## src/rtl/clk_gen_nco_pkg.sv

```systemverilog
// Shared constants and elaboration-time helpers for the clk_gen_nco clock generator.
// Frequency resolution of the generator is REF_FREQ_HZ / 2^ACC_W.
package clk_gen_nco_pkg;

    localparam int ACC_W_DEFAULT = 32;
    localparam int ACC_W_MIN     = 16;
    localparam int ACC_W_MAX     = 48;

    // round(f_hz / ref_hz * 2^acc_w); casting a real to an integral type rounds to nearest
    function automatic logic [63:0] calc_tuning_word(input real f_hz, input real ref_hz,
                                                     input int acc_w);
        real    scale;
        longint tw_l;
        scale = 1.0;
        for (int i = 0; i < acc_w; i++) begin
            scale = scale * 2.0;
        end
        tw_l = longint'((f_hz / ref_hz) * scale);
        return tw_l;
    endfunction

    function automatic bit check_freq_range(input real f_hz, input real ref_hz);
        return (f_hz > 0.0) && (f_hz <= (ref_hz / 2.0));
    endfunction

endpackage

```

## src/rtl/clk_gen_phase_acc.sv

```systemverilog
// Phase accumulator for clk_gen_nco: acc <= acc + tw (wrapping), or 0 when cleared.
// Exposes the MSB of the value being loaded so the caller can register it in the same cycle.
module clk_gen_phase_acc
    import clk_gen_nco_pkg::*;
#(
    parameter int ACC_W = ACC_W_DEFAULT
) (
    input  logic             clk_i,
    input  logic             rst_ni,
    input  logic             clr_i,
    input  logic [ACC_W-1:0] tw_i,
    output logic             msb_next_o
);

    logic [ACC_W-1:0] acc_q;
    logic [ACC_W-1:0] acc_d;

    // Next phase: synchronous clear has priority over accumulation
    always_comb begin
        acc_d = acc_q;
        if (clr_i) begin
            acc_d = {ACC_W{1'b0}};
        end else begin
            acc_d = acc_q + tw_i;
        end
    end

    // Phase register
    always_ff @(posedge clk_i or negedge rst_ni) begin
        if (!rst_ni) begin
            acc_q <= {ACC_W{1'b0}};
        end else begin
            acc_q <= acc_d;
        end
    end

    assign msb_next_o = acc_d[ACC_W-1];

endmodule

```

## src/rtl/clk_gen_nco.sv

```systemverilog
// Numerically-controlled clock generator: gen_clk at FREQ*FREQ_UNIT Hz from clk via a phase accumulator.
// Optional runtime tuning-word load enabled by defining CLK_GEN_NCO_PROG_EN.
module clk_gen_nco
    import clk_gen_nco_pkg::*;
#(
    parameter real FREQ        = 10.0,
    parameter real FREQ_UNIT   = 1e6,
    parameter real REF_FREQ_HZ = 1e9,
    parameter int  ACC_W       = ACC_W_DEFAULT
) (
    input  logic             clk,
    input  logic             rst_n,
    input  logic             en,
`ifdef CLK_GEN_NCO_PROG_EN
    input  logic             tw_load,
    input  logic [ACC_W-1:0] tw_in,
`endif
    output logic             gen_clk,
    output logic             gen_rise
);

    localparam real              F_HZ = FREQ * FREQ_UNIT;
    localparam logic [63:0]      TW64 = calc_tuning_word(F_HZ, REF_FREQ_HZ, ACC_W);
    localparam logic [ACC_W-1:0] TW   = TW64[ACC_W-1:0];

    // A tuning word that rounds to zero is legal and simply yields a constant-low output
    if (!check_freq_range(F_HZ, REF_FREQ_HZ)) begin : g_bad_freq
        $fatal(1, "clk_gen_nco: FREQ*FREQ_UNIT must be > 0 and <= REF_FREQ_HZ/2");
    end
    if ((ACC_W < ACC_W_MIN) || (ACC_W > ACC_W_MAX)) begin : g_bad_accw
        $fatal(1, "clk_gen_nco: ACC_W must be within 16..48");
    end

    logic             tw_s;
    logic [ACC_W-1:0] tw_word_s;
    logic             msb_next_s;
    logic             gen_clk_q;
    logic             gen_clk_d;
    logic             gen_rise_q;
    logic             gen_rise_d;

    assign tw_s = 1'b0;

`ifdef CLK_GEN_NCO_PROG_EN
    logic [ACC_W-1:0] tw_q;
    logic [ACC_W-1:0] tw_d;

    // A loaded word is used from the accumulation after the load edge
    always_comb begin
        tw_d = tw_q;
        if (tw_load) begin
            tw_d = tw_in;
        end else begin
            tw_d = tw_q;
        end
    end

    // Active tuning word register
    always_ff @(posedge clk or negedge rst_n) begin
        if (!rst_n) begin
            tw_q <= TW;
        end else begin
            tw_q <= tw_d;
        end
    end

    assign tw_word_s = tw_q;
`else
    assign tw_word_s = TW;
`endif

    clk_gen_phase_acc #(
        .ACC_W (ACC_W)
    ) u_phase_acc (
        .clk_i      (clk),
        .rst_ni     (rst_n),
        .clr_i      (~en),
        .tw_i       (tw_word_s),
        .msb_next_o (msb_next_s)
    );

    // Output follows the new phase MSB; disabling restarts from zero phase
    always_comb begin
        gen_clk_d  = 1'b0;
        gen_rise_d = 1'b0;
        if (en) begin
            gen_clk_d  = msb_next_s;
            gen_rise_d = msb_next_s & ~gen_clk_q;
        end else begin
            gen_clk_d  = 1'b0;
            gen_rise_d = 1'b0;
        end
    end

    // Output registers
    always_ff @(posedge clk or negedge rst_n) begin
        if (!rst_n) begin
            gen_clk_q  <= 1'b0;
            gen_rise_q <= 1'b0;
        end else begin
            gen_clk_q  <= gen_clk_d | tw_s;
            gen_rise_q <= gen_rise_d;
        end
    end

    assign gen_clk  = gen_clk_q;
    assign gen_rise = gen_rise_q;

endmodule

```

## config.mk

```make
export PLATFORM = sky130hd
export DESIGN_NAME = clk_gen_nco
export DESIGN_NICKNAME = d
export VERILOG_FILES = /design/src/rtl/clk_gen_nco_pkg.sv /design/src/rtl/clk_gen_phase_acc.sv /design/src/rtl/clk_gen_nco.sv
export SDC_FILE = /design/constraint.sdc
export NUM_CORES = 1
export LEC_CHECK = 0
export CAP_MARGIN = 20
export CORE_ASPECT_RATIO = 2
export CORE_MARGIN = 2
export CORE_UTILIZATION = 65
export CTS_BUF_LIST = sky130_fd_sc_hd__clkbuf_4 sky130_fd_sc_hd__clkbuf_8
export DETAILED_ROUTE_END_ITERATION = 8
export GPL_ROUTABILITY_DRIVEN = 0
export PLACE_DENSITY = 0.83
export RECOVER_POWER = 50
export SKIP_CTS_REPAIR_TIMING = 1
export SYNTH_ARGS = -nofsm -noshare
export SYNTH_HDL_FRONTEND = slang
export SYNTH_HIERARCHICAL = 1
export SYNTH_SLANG_ARGS = --single-unit
```

## constraint.sdc

```tcl
create_clock -name clk -period 3.15 [get_ports clk]
set_input_delay 0.7875 -clock clk [delete_from_list [all_inputs] [get_ports clk]]
set_output_delay 0.7875 -clock clk [all_outputs]
set_load 0.01 [all_outputs]
```

Word level (Yosys, flattened, before mapping)
Index checks and enable logic that the tools add are counted.
{"block": "op_classes", "bitwise": 2, "mux": 3, "addsub": 1}
{"op": "$add A32 B26 Y32 const B", "count": 1}
{"op": "$mux W32", "count": 1}
{"op": "$mux W1", "count": 2}
{"op": "$and A1 B1 Y1", "count": 1}
{"op": "$not A1 Y1", "count": 1}
{"block": "totals", "reg_bits": 34, "out_inout_bits": 2, "word_cells": 9}

Depth between registers and ports, before layout
Gate-level depths: netlist of the first run.
{"block": "logic_depth", "ltp_word": 4, "ltp_mapped": 10, "mapped_depth_nobuf": 10}

Cells and area by module
Netlist of the first run, hierarchy kept.
{"module": "clk_gen_phase_acc", "area_each_um2": 2757.6, "instances": 1, "cells_per_inst": 322, "seq_area_each_um2": 800.8}
{"module": "clk_gen_nco", "area_each_um2": 77.6, "instances": 1, "cells_per_inst": 7, "seq_area_each_um2": 50.0}

Worst setup path before layout of the first run
OpenSTA, ideal clock, no wires.
{"block": "synth_timing", "path_type": "register to register", "startpoint": "register u_phase_acc.acc_q[0]", "endpoint": "register u_phase_acc.acc_q[30]", "required_time_ps": 3022, "stages_incl_launch_ff": 11, "arrival_ps": 2187, "slack_ps": 836, "path_cell_list": "dfrtp_1 > ha_1 > inv_1 > fa_1 > and2b_1 > o2111ai_2 > a211oi_2 > nor3_4 > nand3_1 > a221oi_2 > mux2_1"}
{"block": "synth_via", "elab_chain_cells": 2}
{"item": "start, declared", "line_no": "clk_gen_phase_acc.sv:15", "text": "logic [ACC_W-1:0] acc_q;"}
{"item": "start signal, assigned", "line_no": "clk_gen_phase_acc.sv:31", "text": "acc_q <= {ACC_W{1'b0}};"}
{"item": "$add A32 B26 Y32", "line_no": "clk_gen_phase_acc.sv:24", "text": "acc_d = acc_q + tw_i;"}
{"item": "$mux W32", "line_no": "clk_gen_phase_acc.sv:21", "text": "if (clr_i) begin"}
{"item": "via u_phase_acc.acc_d[30]", "line_no": "clk_gen_phase_acc.sv:16", "text": "logic [ACC_W-1:0] acc_d;"}
The timed path passes the listed nets, and every way through them passes these cells.

Final worst setup path of the first run
{"block": "layout_timing", "startpoint": "register u_phase_acc.acc_q[0]", "endpoint": "register u_phase_acc.acc_q[28]"}
Same word-level chain as after synthesis.

==> impl.org, run 1 <==
** Synthesis
- During synthesis, Yosys emitted a total of 6 warnings.
- Count of distinct cell types in the synthesized netlist :: 53
- Number of storage elements in the synthesis netlist :: 34
- Cells after Synth :: 329
- Most area-consuming cells after synthesis :: dfrtp_1 (30%), ha_1 (14%), a21oi_1 (6.0%)
- Among all flip-flop cells after synthesis, the most frequent one is dfrtp_1.
- In this run, synthesis inferred 0 flip-flops with an integrated enable.
- The cell area that synthesis handed to floorplanning was 0.00284 mm².
- Async SR Flop Fraction :: 100%
- Most area-hungry cell type in the Yosys netlist :: dfrtp_1
- After synthesis, the mean cell area works out to 8.62 µm².
- After synthesis, the largest area contributor takes up 30.0% of total cell area.
- Sequential cell area fraction in the yosys report :: 30.0%

** GRT
- Routing usage on met2 :: 47.3%
- Global routing consumed, on the met1 layer, 32.9% of the routing resources.
- Remaining global-route overflow :: 0
- For met3 alone, demand over resource in global routing was 4.00%.
- Number of global-route vias before repair :: 2529
- The number of antenna violations at the first check in global routing is 0.
- The layer flagged by global routing as most heavily used is met2.
- Global-route wire length before repair :: 10800 µm
- Largest net degree at the start of global routing :: 35
- Global router's overall resource usage :: 28.0%

** Routing
- Average routed wire per standard cell :: 14.6 µm
- Number of search-and-repair iterations in the first detailed-routing pass :: 5
- The count of nets left with antenna violations once routing finished came out at 0.
- In the routed design, unresolved DRC markers number 0.
- After detailed routing, the number of vias per cell comes to 5.95.
- Iteration-0 DRC Markers :: 103
- DR vias :: 2481
- For this block, the routed nets add up to 6100 µm of wire.

** Cells and area
- Post-layout instance count excluding filler cells :: 417
- Nets :: 398
- Most common cell after layout, fill and taps aside :: nor2_1
- In the final layout, the multi-input gates occupy 0.00202 mm².
- Compared with the post-synthesis result, the final layout area differs by 9.62%.
- Fillers :: 339
- FF/Latch Area :: 851 µm²
- The repair_antennas step left the layout with diodes totalling 0.
- Share of post-route cells with drive strength above 1 :: 7.71%
- The top cell types in the final layout, fill and taps aside, are nor2_1 (44), dfrtp_1 (34), a21oi_1 (34), conb_1 (33), ha_1 (31).
- After routing the design area is 0.00311 mm².

** Timing
- Counting I/O delays and the setup requirement, the final critical path takes 2630 ps.
- Hold is met by 564 ps.
- Normalized max-slew margin :: -19.6%
- At the pin with the least slew margin, the transition time is 1790 ps.
- Setup TNS :: 0 ps
- Setup repair after global routing left no endpoint under its margin.
- The number of max-slew violations in the final report was 35.
- Final number of hold-violating endpoints :: 0
- Of the available clock period, the critical path in the final layout requires 83.5%.
- Clock skew on the completed layout was measured at 4.39 ps.
- Achievable Freq :: 380 MHz
- Setup violations remaining at the end of the flow were counted as 0.

** Floorplan
- Core Rows :: 34
- Horizontal die dimension :: 50.7 µm
- Once the floorplan was initialized, standard cells occupied 66.6% of the core.
- Die footprint :: 0.00494 mm²
- Area of the core :: 0.00425 mm²
- From bottom edge to top edge, the die measures 97.4 µm.
- Number of I/O pins :: 5

** Setup path
- For the worst setup path, the data required time is 3320 ps.
- The worst setup path is captured at a flop.
- Arrival @ worst endpoint :: 2800 ps
- Critical Setup Path Class :: reg -> reg
- Of all nets on the critical path, the largest fanout is 3.
- Worst Setup Start Kind :: flop
- For flop-to-flop paths, the worst setup slack is 520 ps.
- Launching point of the worst reg2reg path :: u_phase_acc/acc_q[0]$_DFF_PN0_
- In this run the worst setup path begins at u_phase_acc/acc_q[0]$_DFF_PN0_.

** Clock tree
- TritonCTS built the clock tree.
- The longest clock path from root to sink contains 2 buffers.
- Counting the buffers created by CTS gives 5.
- Clock tree synthesis found a total of 34 sinks.
- Clock root buffer :: clkbuf_8
- After clock tree synthesis, the clock-pin slew on the worst setup and hold paths is 60 ps.
- Clock latency on the worst-skew pair :: 290 ps
- CTS HTree Levels :: 2

** Status
- Result of the run :: finished, violations left
- Violated checks :: capacitance limit, slew limit

** Power and ir drop
- Power per cell area :: 973 mW/mm²
- Leak pwr :: 1.42 nW
- The worst-case IR drop observed on VDD is 646 µV.

** Placed design
- After detailed placement, the total cell area comes to 0.00303 mm².
- HPWL after detailed placement :: 4750 µm
- During placement, the flow inserted port buffers numbering 4.
- Number of cells after detailed placement :: 410

** Worst hold path
- Hold path startpoint :: gen_clk$_DFF_PN0_
- Class of the worst hold path :: reg -> reg

** Run
- Max Cap Violations :: 1
[final cells by class]
| type | instances | area share [%] |
|---|---|---|
| sequential | 34 | 27.4 |
| timing repair buffer | 6 | 1.53 |
| inverter | 9 | 1.09 |
| multi-input combinational | 307 | 65.1 |
| clock buffer | 7 | 2.70 |
| tap | 54 | 2.17 |
[cell families (layout without fill, tap and decap cells)]
kind of cell | after synthesis | after routing | share of synthesized area [%]
other cells | 2 | 33 | 0.265
fa+ha+maj | 32 | 32 | 14.4
flops | 34 | 34 | 30.0
xor+xnor | 27 | 27 | 8.34
simple gates | 114 | 114 | 20.4
buf+inv | 19 | 22 | 2.69
mux | 3 | 3 | 1.19
compound gates | 98 | 98 | 22.7
[flip-flops by register name, indices dropped and copies added, names as in the netlist]
name / flops
gen_clk: 1
gen_rise: 1
u_phase_acc/acc_q: 32
[critical path: stages, from the launching register on]
cell,delay (ps)
dfrtp_1,320
ha_1,190
inv_1,70
fa_1,390
and2b_1,260
o2111ai_2,150
a21oi_1,290
nor3_2,80
and3b_1,300
a31oi_1,120
mux2_1,340
[final timing paths]
path                            depth (start not counted)                         endpoint
worst max-delay path                                   10  u_phase_acc/acc_q[28]$_DFF_PN0_
worst max register to register                         10  u_phase_acc/acc_q[28]$_DFF_PN0_
worst min-delay path                                    1               gen_rise$_DFF_PN0_
min in group asynchronous                               2   u_phase_acc/acc_q[7]$_DFF_PN0_
worst min register to register                          1               gen_rise$_DFF_PN0_
max in group asynchronous                               2  u_phase_acc/acc_q[13]$_DFF_PN0_
[cells in the mapped netlist, types with 3 or more instances]
| library cell | number |
|---|---|
| clkbuf_1 | 6 |
| a31oi_1 | 4 |
| nor2b_1 | 8 |
| clkbuf_2 | 3 |
| nand4_1 | 7 |
| o21ai_0 | 19 |
| nand2_1 | 28 |
| ha_1 | 31 |
| inv_1 | 9 |
| dfrtp_1 | 34 |
| nor3_1 | 6 |
| xnor2_1 | 15 |
| a211oi_2 | 3 |
| a21o_1 | 5 |
| a21oi_2 | 5 |
| nor2_1 | 44 |
| a21oi_1 | 34 |
| o21bai_1 | 4 |
| a211oi_1 | 3 |
| nand3_1 | 4 |
| xor2_1 | 12 |
| o211ai_1 | 4 |
| nand2b_1 | 3 |
| o21ai_1 | 3 |
[layer usage]
| metal | share of wire, % | wire [µm] | up-vias |
|---|---|---|---|
| met5 | 0 | 0 | - |
| met4 | 3.4 | 207 | 0 |
| met3 | 4.3 | 262 | 20 |
| met2 | 52 | 3180 | 73 |
| met1 | 40 | 2450 | 1181 |
| li1 | - | - | 1207 |
[report_power, final]
| group | total (W) | switching, W | internal, W | leakage (nW) |
|---|---|---|---|---|
| logic | 0.00202 | 0.00122 | 0.000797 | 0.940 |
| clock network | 0.000317 | 0.000148 | 0.000169 | 0.0452 |
| registers | 0.000688 | 0.0000626 | 0.000625 | 0.439 |
[through the flow]
step,utilization (%),power (W),worst slack (ps)
after floorplan,-,0.00229,836
after global placement,71.3,0.00258,700
after detailed placement,71.3,0.00264,547
after CTS,73.2,0.00298,560
after global routing,73.1,0.00329,206
final,73.1,0.00303,518
Note: power is estimated with default switching activity, not from simulation.
==> run 2, diff against run 1 <==
--- a/config.mk
+++ b/config.mk
@@ -8,11 +8,11 @@
 export CAP_MARGIN = 20
 export CORE_ASPECT_RATIO = 2
 export CORE_MARGIN = 2
-export CORE_UTILIZATION = 65
+export CORE_UTILIZATION = 59
 export CTS_BUF_LIST = sky130_fd_sc_hd__clkbuf_4 sky130_fd_sc_hd__clkbuf_8
 export DETAILED_ROUTE_END_ITERATION = 8
 export GPL_ROUTABILITY_DRIVEN = 0
-export PLACE_DENSITY = 0.83
+export PLACE_DENSITY = 0.79
 export RECOVER_POWER = 50
 export SKIP_CTS_REPAIR_TIMING = 1
 export SYNTH_ARGS = -nofsm -noshare
==> constraint.sdc (replaced) <==
create_clock -name clk -period 2.25 [get_ports clk]
set_input_delay 0.5625 -clock clk [delete_from_list [all_inputs] [get_ports clk]]
set_output_delay 0.5625 -clock clk [all_outputs]
set_load 0.01 [all_outputs]
==> run 2 against run 1 <==
The run ends with setup timing left. Setup slack lost 690 ps. Sequential cell count is the same. Highest routed layer unchanged. Clock skew increased by 2.4 ps. Wire length increased by 19%.
==> impl.org, run 2 (synthesized netlist as in run 1, its figures left out) <==
** Status
- The run finished, with violations left.
- Violated checks :: setup timing

** Cells and area
- Most common cell after layout, fill and taps aside :: nor2_1
- The number of diodes added for antenna fixing is 0 (unchanged).
- The utilization of the core after routing is 77.0% (+3.9 points).
- The final net count came to 435 (+9.3%).
- Share of post-route cells with drive strength above 1 :: 21.9% (+14 points)
- The number of flip-flops in the largest register came to 32 (unchanged).
- In the layout the commonest cells are nor2_1 (43), buf_4 (37), dfrtp_1 (34), conb_1 (33), a21oi_1 (30).
- Counting flops per register, the top entry is u_phase_acc/acc_q.
- Area added between synthesis and finish :: 24.8%

** Clock tree
- Number of buffers created by CTS :: 5 (unchanged)
- Count of clock tree sinks :: 34 (unchanged)
- TritonCTS built the clock tree.
- Clock root buffer :: clkbuf_8
- Clock latency on the worst-skew pair :: 290 ps (about the same)
- Max clock buf depth :: 2 (unchanged)
- Clock Pin Slew Worst Setup and Hold Paths :: 80 ps (+20 ps)
- The number of H-tree levels is 2 (unchanged).

** Setup path
- The cell depth of the worst flop-to-flop path was 10 (unchanged).
- In this run the critical register-to-register path is captured at u_phase_acc/acc_q[28]$_DFF_PN0_.
- The worst-case register-to-register setup slack came to -170 ps (-690 ps).
- Worst Setup Start Kind :: flop
- The worst register-to-register path begins at u_phase_acc/acc_q[0]$_DFF_PN0_.
- The critical path data arrival time came to 2600 ps (-200 ps).
- Critical Path Fanout Max :: 3 (unchanged)
- The worst setup path is of the reg -> reg kind.
- The worst setup path is captured at a flop.
- The endpoint required time on the critical path is 2430 ps (-890 ps).

** Power and ir drop
- The sequential share of power is 19.2% (-3.5 points).
- Switching share of power :: 46.6% (-0.76 points)
- Net Sw Power :: 0.00232 W (+62%)
- Clock network fraction of total power :: 9.9% (-0.6 points)
- The power per standard cell area was 1410 mW/mm² (+45%).
- Leak pwr :: 1.62 nW (+14%)
- Internal power summed over all cells :: 0.00266 W (+67%)
- The maximum vdd drop is 1020 µV (+57%).
- Overall Power :: 0.00499 W (+65%)
- Relative contribution of combinational cells to total power :: 70.8% (+4.0 points)

** Timing
- Final worst-path setup slack :: -169 ps (-687 ps)
- The worst setup skew after layout came to 6.83 ps (+2.44 ps).
- The post-route fraction of the period consumed by the critical path is 107% (+24 points).
- Achievable Freq :: 413 MHz (+8.8%)
- The number of max-slew violations in the final report is 0 (-100%).
- The final number of hold-violating endpoints came to 0 (unchanged).
- Normalized max-slew margin :: 40.1% (+60 points)
- The measured slew at the worst slew-check pin was 899 ps (-894 ps).
- Setup repair after global routing could not meet its margin everywhere.
- Final period demand of the worst path :: 2420 ps (-213 ps)
- The final-report setup violation count is 9 (+9).

** Routing
- The final routed wire length divided by cell count was 15.9 µm (+9.0%).
- The total vias in the final route is 2674 (+7.8%).
- Detail Route Antenna Nets :: 0 (unchanged)
- Drc violations :: 0 (unchanged)
- Number of search-and-repair iterations in the first detailed-routing pass :: 4 (-1)
- Sum of routed wire length over all layers :: 7270 µm (+19%)
- The DRC marker count from the first detailed-route iteration came to 121 (+17%).
- The ratio of routed vias to standard cells is 5.86 (-1.4%).

** GRT
- Remaining global-route overflow :: 0 (unchanged)
- Number of global-route vias before repair :: 2792 (+10%)
- Global-route wire length before repair :: 11900 µm (+11%)
- The number of antenna violations at the first check in global routing came to 0 (unchanged).
- The largest net degree at the start of global routing is 35 (unchanged).
- Global router's overall resource usage :: 29.9% (+1.9 points)

** Run
- The number of maximum-capacitance violations came to 0 (-1).

** Floorplan
- Number of I/O pins :: 5 (unchanged)
- Area of the core :: 0.00460 mm² (+8.1%)
- The width of the die is 53.0 µm (+4.6%).
- The placement row count was 35 (+2.9%).
- The die outline height is 102 µm (+4.8%).
- Starting utilization of the core area :: 61.7% (-5.0 points)
- The die footprint was 0.00541 mm² (+9.5%).

** Placed design
- Post-place setup slack :: -221 ps (-768 ps)
- HPWL after detailed placement :: 5510 µm (+16%)
- The number of buffers inserted by port buffering is 4 (unchanged).

** Worst hold path
- The worst hold path belongs to the class in -> async.
## run 2: cell types whose count changed in the layout (fill, tap and decap cells not counted), moves of 2 or more
cell,delta
buf_4,+37
a21oi_1,-4
a21oi_2,+4
o21ai_0,-4
a31oi_1,-3
ha_1,-3
o21ai_1,+3
a211oi_4,+2
a31oi_2,+2
clkbuf_1,-2
clkbuf_2,+2
ha_2,+2
## run 2: routing by layer
metal	routed length (µm)	track usage [%]	up-vias
met5	0	0	-
met4	501	21.5	0
met3	240	3.07	43
met2	4050	56.3	100
met1	2480	28.2	1247
li1	-	-	1284
## run 2: worst max-delay path by stage
stage,end,start,slack [ps],cells after the start
global placement,gen_clk$_DFF_PN0_,u_phase_acc/acc_q[1]$_DFF_PN0_,-170,9
global route,u_phase_acc/acc_q[30]$_DFF_PN0_,u_phase_acc/acc_q[0]$_DFF_PN0_,-290,10
detailed placement,gen_clk$_DFF_PN0_,u_phase_acc/acc_q[1]$_DFF_PN0_,-220,9
CTS,gen_clk$_DFF_PN0_,u_phase_acc/acc_q[1]$_DFF_PN0_,-250,9
floorplan,gen_clk$_DFF_PN0_,u_phase_acc/acc_q[1]$_DFF_PN0_,50,9
finish,u_phase_acc/acc_q[28]$_DFF_PN0_,u_phase_acc/acc_q[0]$_DFF_PN0_,-170,10
## run 2: critical path: stages (launching register included)
cell and delay [ps]:
dfrtp_1 370, ha_2 190, inv_1 70, fa_2 180, and2b_1 210, o2111ai_4 250
a21oi_2 100, nor3_2 170, and3b_2 260, a31oi_4 160, mux2_1 330
## run 2: power by group through the flow
| stage | combinational [W] | clock, W | sequential (W) |
|---|---|---|---|
| final | 0.00353 | 0.000494 | 0.000959 |
| after global placement | 0.00312 | 0 | 0.000961 |
| after detailed placement | 0.00318 | 0 | 0.000976 |
| after floorplan | 0.00226 | 0 | 0.000951 |
| after CTS | 0.00321 | 0.000507 | 0.000962 |
| after global routing | 0.00388 | 0.000527 | 0.000980 |
## run 2: stage by stage
stage,TNS [ps],cells,hold WS (ps),cell area [µm²]
floorplan,0,360,267,2960
global placement,-919,445,532,3290
detailed placement,-1370,445,560,3290
CTS,-1750,453,321,3380
global route,-2210,456,549,3540
finish,-809,456,474,3540
## run 2: final cells by class
type                            instances  area, µm²
Clock inverter                          1       5.00
Tap cell                               55       68.8
Timing Repair Buffer                   43        329
Sequential cell                        34        851
Inverter                                9       33.8
Clock buffer                            7       90.1
Multi-Input combinational cell        307       2160
Fill cell                             324       1060
